==> src/rtl/video_in_pkg.sv <==
// Shared types and constants for the video_in DMA controller.
package video_in_pkg;
    typedef enum logic [2:0] {
        IDLE,
        WAIT_SOF,
        WAIT_DATA,
        BURST,
        FRAME_DONE,
        ERROR
    } state_t;

    localparam int CTR_ENABLE  = 0;
    localparam int CTR_IRQ_EN  = 1;
    localparam int CTR_IRQ_CLR = 2;

    localparam logic [3:0] SEL_ALL = 4'hF;
endpackage

==> src/rtl/video_in_addr_gen.sv <==
// Frame word index, burst position, buffer rotation and Wishbone
// byte address for the video_in DMA controller.
module video_in_addr_gen #(
    parameter int BURST_LEN   = 8,
    parameter int FRAME_WORDS = 76800,
    parameter int NB_BUFFERS  = 2
) (
    input  logic        clk,
    input  logic        reset,
    input  logic        step,
    input  logic        frame_begin,
    input  logic        frame_end,
    input  logic [31:0] base_i,
    output logic [31:0] adr_o,
    output logic [1:0]  cur_buffer_o,
    output logic        last_word_of_burst_o,
    output logic        frame_complete_o
);
    localparam int IW = $clog2(FRAME_WORDS + 1);
    localparam int BW = (BURST_LEN > 1) ? $clog2(BURST_LEN) : 1;
    localparam logic [31:0] FRAME_BYTES = 32'(FRAME_WORDS * 4);

    logic [IW-1:0] word_q, word_d;
    logic [BW-1:0] burst_q, burst_d;
    logic [1:0]    buf_q, buf_d;
    logic [31:0]   adr_q, adr_d;
    logic          last_burst;

    assign last_burst           = (burst_q == BW'(BURST_LEN - 1));
    assign last_word_of_burst_o = step & last_burst;
    assign frame_complete_o     = step & (word_q == IW'(FRAME_WORDS - 1));
    assign adr_o                = adr_q;
    assign cur_buffer_o         = buf_q;

    always_comb begin
        word_d  = word_q;
        burst_d = burst_q;
        buf_d   = buf_q;
        adr_d   = adr_q;
        // New frame reloads the address from the current buffer's base
        if (frame_begin) begin
            word_d  = '0;
            burst_d = '0;
            adr_d   = base_i + 32'(buf_q) * FRAME_BYTES;
        end else if (step) begin
            word_d  = word_q + 1'b1;
            burst_d = last_burst ? '0 : burst_q + 1'b1;
            adr_d   = adr_q + 32'd4;
        end
        if (frame_end) begin
            buf_d = (buf_q == 2'(NB_BUFFERS - 1)) ? 2'd0 : buf_q + 2'd1;
        end
    end

    always_ff @(posedge clk or posedge reset) begin
        if (reset) begin
            word_q  <= '0;
            burst_q <= '0;
            buf_q   <= '0;
            adr_q   <= '0;
        end else begin
            word_q  <= word_d;
            burst_q <= burst_d;
            buf_q   <= buf_d;
            adr_q   <= adr_d;
        end
    end
endmodule

==> src/rtl/video_in_dma_ctrl.sv <==
// Moves packed pixel words from the video_in FIFO into rotating
// frame buffers using fixed-length Wishbone write bursts.
module video_in_dma_ctrl
    import video_in_pkg::*;
#(
    parameter int BURST_LEN   = 8,
    parameter int FRAME_WORDS = 76800,
    parameter int NB_BUFFERS  = 2,
    parameter int LEVEL_W     = 8
) (
    input  logic               clk,
    input  logic               reset,
    input  logic               frame_start,
    input  logic [LEVEL_W-1:0] fifo_level,
    input  logic [31:0]        fifo_data,
    output logic               r_ack,
    input  logic [31:0]        wb_reg_ctr,
    input  logic [31:0]        wb_reg_data,
    output logic               p_wb_STB_O,
    output logic               p_wb_CYC_O,
    output logic               p_wb_LOCK_O,
    output logic [3:0]         p_wb_SEL_O,
    output logic [31:0]        p_wb_ADR_O,
    output logic [31:0]        p_wb_DAT_O,
    input  logic               p_wb_ACK_I,
    input  logic               p_wb_ERR_I,
    output logic               interrupt,
    output logic [1:0]         cur_buffer
);
    state_t state_q, state_d;
    logic   irq_q, irq_d;
    logic   enable, irq_en, irq_clr;
    logic   stb, step, err_evt, frame_begin, frame_end;
    logic   last_word, frame_cmp, level_ok;
    logic   unused_ctr;

    assign enable      = wb_reg_ctr[CTR_ENABLE];
    assign irq_en      = wb_reg_ctr[CTR_IRQ_EN];
    assign irq_clr     = wb_reg_ctr[CTR_IRQ_CLR];
    assign unused_ctr  = ^wb_reg_ctr[31:3];

    assign stb         = (state_q == BURST);
    assign step        = stb & p_wb_ACK_I & ~p_wb_ERR_I;
    assign err_evt     = stb & p_wb_ERR_I;
    assign frame_begin = (state_q == WAIT_SOF) & enable & frame_start;
    assign frame_end   = (state_q == FRAME_DONE);
    assign level_ok    = (fifo_level >= LEVEL_W'(BURST_LEN));

    assign p_wb_STB_O  = stb;
    assign p_wb_CYC_O  = stb;
    assign p_wb_LOCK_O = stb;
    assign p_wb_SEL_O  = SEL_ALL;
    assign p_wb_DAT_O  = fifo_data;
    assign r_ack       = step;
    assign interrupt   = irq_q;

    video_in_addr_gen #(
        .BURST_LEN  (BURST_LEN),
        .FRAME_WORDS(FRAME_WORDS),
        .NB_BUFFERS (NB_BUFFERS)
    ) u_addr (
        .clk                 (clk),
        .reset               (reset),
        .step                (step),
        .frame_begin         (frame_begin),
        .frame_end           (frame_end),
        .base_i              (wb_reg_data),
        .adr_o               (p_wb_ADR_O),
        .cur_buffer_o        (cur_buffer),
        .last_word_of_burst_o(last_word),
        .frame_complete_o    (frame_cmp)
    );

    always_comb begin
        state_d = state_q;
        unique case (state_q)
            IDLE:       if (enable) state_d = WAIT_SOF;
            WAIT_SOF: begin
                if (!enable)          state_d = IDLE;
                else if (frame_start) state_d = WAIT_DATA;
            end
            WAIT_DATA: begin
                if (!enable)       state_d = IDLE;
                else if (level_ok) state_d = BURST;
            end
            BURST: begin
                if (err_evt)        state_d = ERROR;
                else if (last_word) state_d = frame_cmp ? FRAME_DONE : WAIT_DATA;
            end
            FRAME_DONE: state_d = enable ? WAIT_SOF : IDLE;
            ERROR:      if (!enable) state_d = IDLE;
            default:    state_d = IDLE;
        endcase
    end

    // A new event takes priority over a clear so it is never lost
    always_comb begin
        irq_d = irq_q;
        if (irq_en & (frame_end | err_evt)) irq_d = 1'b1;
        else if (irq_clr)                   irq_d = 1'b0;
    end

    always_ff @(posedge clk or posedge reset) begin
        if (reset) begin
            state_q <= IDLE;
            irq_q   <= 1'b0;
        end else begin
            state_q <= state_d;
            irq_q   <= irq_d;
        end
    end
endmodule

==> config.mk <==
export PLATFORM = sky130hd
export DESIGN_NAME = video_in_dma_ctrl
export DESIGN_NICKNAME = d
export VERILOG_FILES = /design/src/rtl/video_in_pkg.sv /design/src/rtl/video_in_addr_gen.sv /design/src/rtl/video_in_dma_ctrl.sv
export SDC_FILE = /design/constraint.sdc
export NUM_CORES = 1
export LEC_CHECK = 0
export CORE_UTILIZATION = 42
export CTS_CLUSTER_DIAMETER = 200
export CTS_CLUSTER_SIZE = 12
export DETAILED_ROUTE_END_ITERATION = 12
export PLACE_DENSITY = 0.93
export SYNTH_ARGS = -nofsm -noshare
export SYNTH_HDL_FRONTEND = slang
export SYNTH_SLANG_ARGS = --single-unit
==> constraint.sdc <==
create_clock -name clk -period 3 [get_ports clk]
set_input_delay 0.3 -clock clk [delete_from_list [all_inputs] [get_ports clk]]
set_output_delay 0.3 -clock clk [all_outputs]
set_load 0.05 [all_outputs]
==> flow_metrics.tcl, run 1 <==
set metrics [dict create \
    slew-limit-headroom_pct 55.5 \
    cts_tree "built" \
    cp_top_family "adder cells" \
    worstSkewPairLatency_ps 330 \
    clock-sinks 58 \
    initial_core_util_pct 43.0 \
    clockRootBuffer "clkbuf_8" \
    yosysWarnings 0 \
    status "completed" \
    n_antenna_cell 0 \
    synth_edf_count 0 \
    yosys.area.top_type "dfrtp_1" \
    maxCapViolCount 0 \
    holdBufCountCts 0 \
    grt_use_total_pct 18.9 \
    antenna_found_initial 0 \
    num_vias 3265 \
    min_period_ps 2660 \
    grt_pass1_wl_um 15000 \
    syn_area_per_cell_um2 8.97 \
    gp_congestion 0.848 \
    async_flop_share_pct 100 \
    die_h_um 99.0 \
    min_path_type "in2async" \
    cts_max_level 3 \
    yosys-top-cells-area "dfrtp_1, xor2_1, buf_4, nand2_1, ha_1" \
    syn_inst 441 \
    ys.flop_type "dfrtp_1" \
    grt.busiest_layer "met2" \
    fin_ws_ps 340 \
    required_ps 3210 \
    grtUsageMet2_pct 33.4 \
    fmax_mhz 376 \
    arrival_ps 2870 \
    worstMarginPinSlew_ps 665 \
    grt_pass1_vias 3327 \
    path_cells "inv_1 -> ha_1 -> inv_1 -> fa_1 -> a211oi_1 -> o211ai_1 -> and2_1 -> nand3_1 -> xor2_1 -> o221ai_1" \
    reg2reg_slack_ps 340 \
    dr.pass1.iters 4 \
    ys_ff_latch 58 \
    grt_max_degree 55 \
    power.density_nw_per_um2 868 \
    netlist_area_um2 3960 \
    drv_slew 0 \
    yosysTopAreaCellShare_pct 36.7 \
    io_pins 184 \
    die_area_um2 9810 \
    startpoint_type "flop" \
    io_buffers 83 \
    drive_gt1_share_pct 6.44 \
    crit_slowest_cell "dfrtp_1" \
    ctsResizeCount 0 \
    skew_ps 13.4 \
    postCtsSetupBuffers 0 \
    tns_ps 0 \
    grt-ovfl-total 0 \
    final-hold-violation-count 0 \
    dp_hpwl_um 6610 \
    setup_violations 0 \
    via_per_inst 5.37 \
    crit_type "reg2reg" \
    rows 35 \
    cpMostUsedCell "inv_1" \
    fin_cells 608 \
    clk_pin_slew_ps 70 \
    final_nets 618 \
    peakVddDrop_mv 0.353 \
    met3_usage_pct 4.26 \
    ys_seq_area_share_pct 36.7 \
    drt_wl_total_um 8750 \
    cp_max_fo 7 \
    wl_per_cell_um 14.4 \
    die_x_um 99.0 \
    crit_buf_inv 2 \
    placed_cells 592 \
    cts_max_path_buffers 2 \
    cts-buffers-inserted 9 \
    first_iter_violations 183 \
    post-place-ws_ps 311 \
    critPathMaxStageDelay_ps 470 \
    core_area_um2 9200 \
    rsz0062_at_grt "no" \
    leakagePower_nw 2.08 \
    postRouteAntennaNets 0 \
    crit_path_end_kind "flop" \
    met1_usage_pct 22.4 \
    ys_types 52 \
    syn_to_final_growth_pct 22.7 \
    timing.final.crit_share_pct 88.7 \
    drc 0 \
]
[routing by layer]
layer | up-vias | share of wire [%] | wire length [µm]
met4 | 0 | 1.4 | 122
met5 | - | 0 | 0
met1 | 1554 | 42 | 3680
li1 | 1587 | - | -
met2 | 106 | 51 | 4500
met3 | 18 | 5.2 | 452
[kinds of logic after synthesis]
family | count (synthesis) | synth area share [%]
compound gates | 67 | 9.96
xor+xnor | 56 | 12.4
fa+ha+maj | 17 | 5.57
buf+inv | 61 | 9.71
flops | 58 | 36.7
mux | 11 | 2.85
other cells | 1 | 0.0948
simple gates | 170 | 22.7
[through the flow]
step                total power [mW]  cell area (µm²)  utilization (%)  hold slack [ps]
global route                    4.45             4850             52.8              423
floorplan                       2.89             3970                -              399
global placement                3.41             4660             50.6              464
CTS                             4.23             4850             52.8              393
detailed placement              3.50             4660             50.6              462
finish                          4.21             4850             52.8              378
[cells in the mapped netlist (2+ instances only)]
cell type / n
nand4_4: 2
o21bai_1: 2
a211oi_1: 3
nand2_2: 2
mux2i_1: 9
o21ai_0: 27
ha_1: 16
o211ai_1: 2
a22oi_1: 2
a31oi_1: 2
nor3_1: 7
buf_4: 41
dfrtp_1: 58
or3_1: 3
and3_1: 7
o22ai_1: 2
clkbuf_1: 9
nand3_1: 20
and4_1: 5
nand4_1: 10
nor4_1: 2
mux2_2: 2
nor2b_1: 2
inv_1: 10
xnor2_1: 16
a21o_1: 5
nand2_1: 60
a21oi_1: 16
and2_1: 5
xor2_1: 40
nor2_1: 32
nor3b_1: 2
[power by group]
part	switching (mW)	internal [mW]	leakage (nW)
clock network	0.299	0.429	0.101
registers	0.346	1.03	0.748
logic	1.33	0.774	1.23
total	1.98	2.24	2.08
[layout make-up]
| type | count | area [µm²] |
|---|---|---|
| Timing Repair Buffer | 87 | 883 |
| Tap cell | 111 | 139 |
| Multi-Input combinational cell | 325 | 2140 |
| Clock buffer | 14 | 163 |
| Fill cell | 802 | 4340 |
| Clock inverter | 2 | 35.0 |
| Sequential cell | 58 | 1450 |
| Inverter | 11 | 42.5 |
[final timing paths]
path                                              from               end  cells past startpoint
worst max-delay path            u_addr.cur_buffer_o[0]  u_addr.adr_o[24]                     10
worst min-delay path                             reset  u_addr.adr_o[13]                      2
worst max register to register  u_addr.cur_buffer_o[0]  u_addr.adr_o[24]                     10
worst min register to register         u_addr.adr_o[1]   u_addr.adr_o[1]                      2
max in group asynchronous                        reset   u_addr.adr_o[2]                      3
min in group clk                       u_addr.adr_o[1]   u_addr.adr_o[1]                      2
[sequential cells by signal, summed over array words and instances, names as in the netlist]
register             cells
u_addr.adr_o            32
state_q                  3
u_addr.burst_q           3
interrupt                1
u_addr.cur_buffer_o      2
u_addr.word_q           17
[placed cells by master, fill, tap and decap left out, types with 3 or more instances in the layout]
master / netlist / layout
a21o_1: 5 / 5
nor2_1: 32 / 32
inv_1: 10 / 9
ha_1: 16 / 16
clkbuf_8: 0 / 11
a21oi_1: 16 / 16
xor2_1: 40 / 40
and3_1: 7 / 7
clkdlybuf4s50_1: 0 / 82
nand2_1: 60 / 60
buf_4: 41 / 3
and4_1: 5 / 5
nand4_1: 10 / 10
o21ai_0: 27 / 27
conb_1: 1 / 4
xnor2_1: 16 / 16
dfrtp_1: 58 / 58
and2_1: 5 / 5
a211oi_1: 3 / 3
nor3_1: 7 / 7
or3_1: 3 / 3
nand3_1: 20 / 20
clkbuf_1: 9 / 3
mux2i_1: 9 / 9
Note: power is estimated with default switching activity, not from simulation.
==> run 2, diff against run 1 <==
--- a/config.mk
+++ b/config.mk
@@ -10,6 +10,7 @@
 export CTS_CLUSTER_SIZE = 12
 export DETAILED_ROUTE_END_ITERATION = 12
 export PLACE_DENSITY = 0.93
+export SKIP_CTS_REPAIR_TIMING = 1
 export SYNTH_ARGS = -nofsm -noshare
 export SYNTH_HDL_FRONTEND = slang
 export SYNTH_SLANG_ARGS = --single-unit
==> results of run 2 <==
The final DEF is identical to that of run 1; final timing and power are the same.
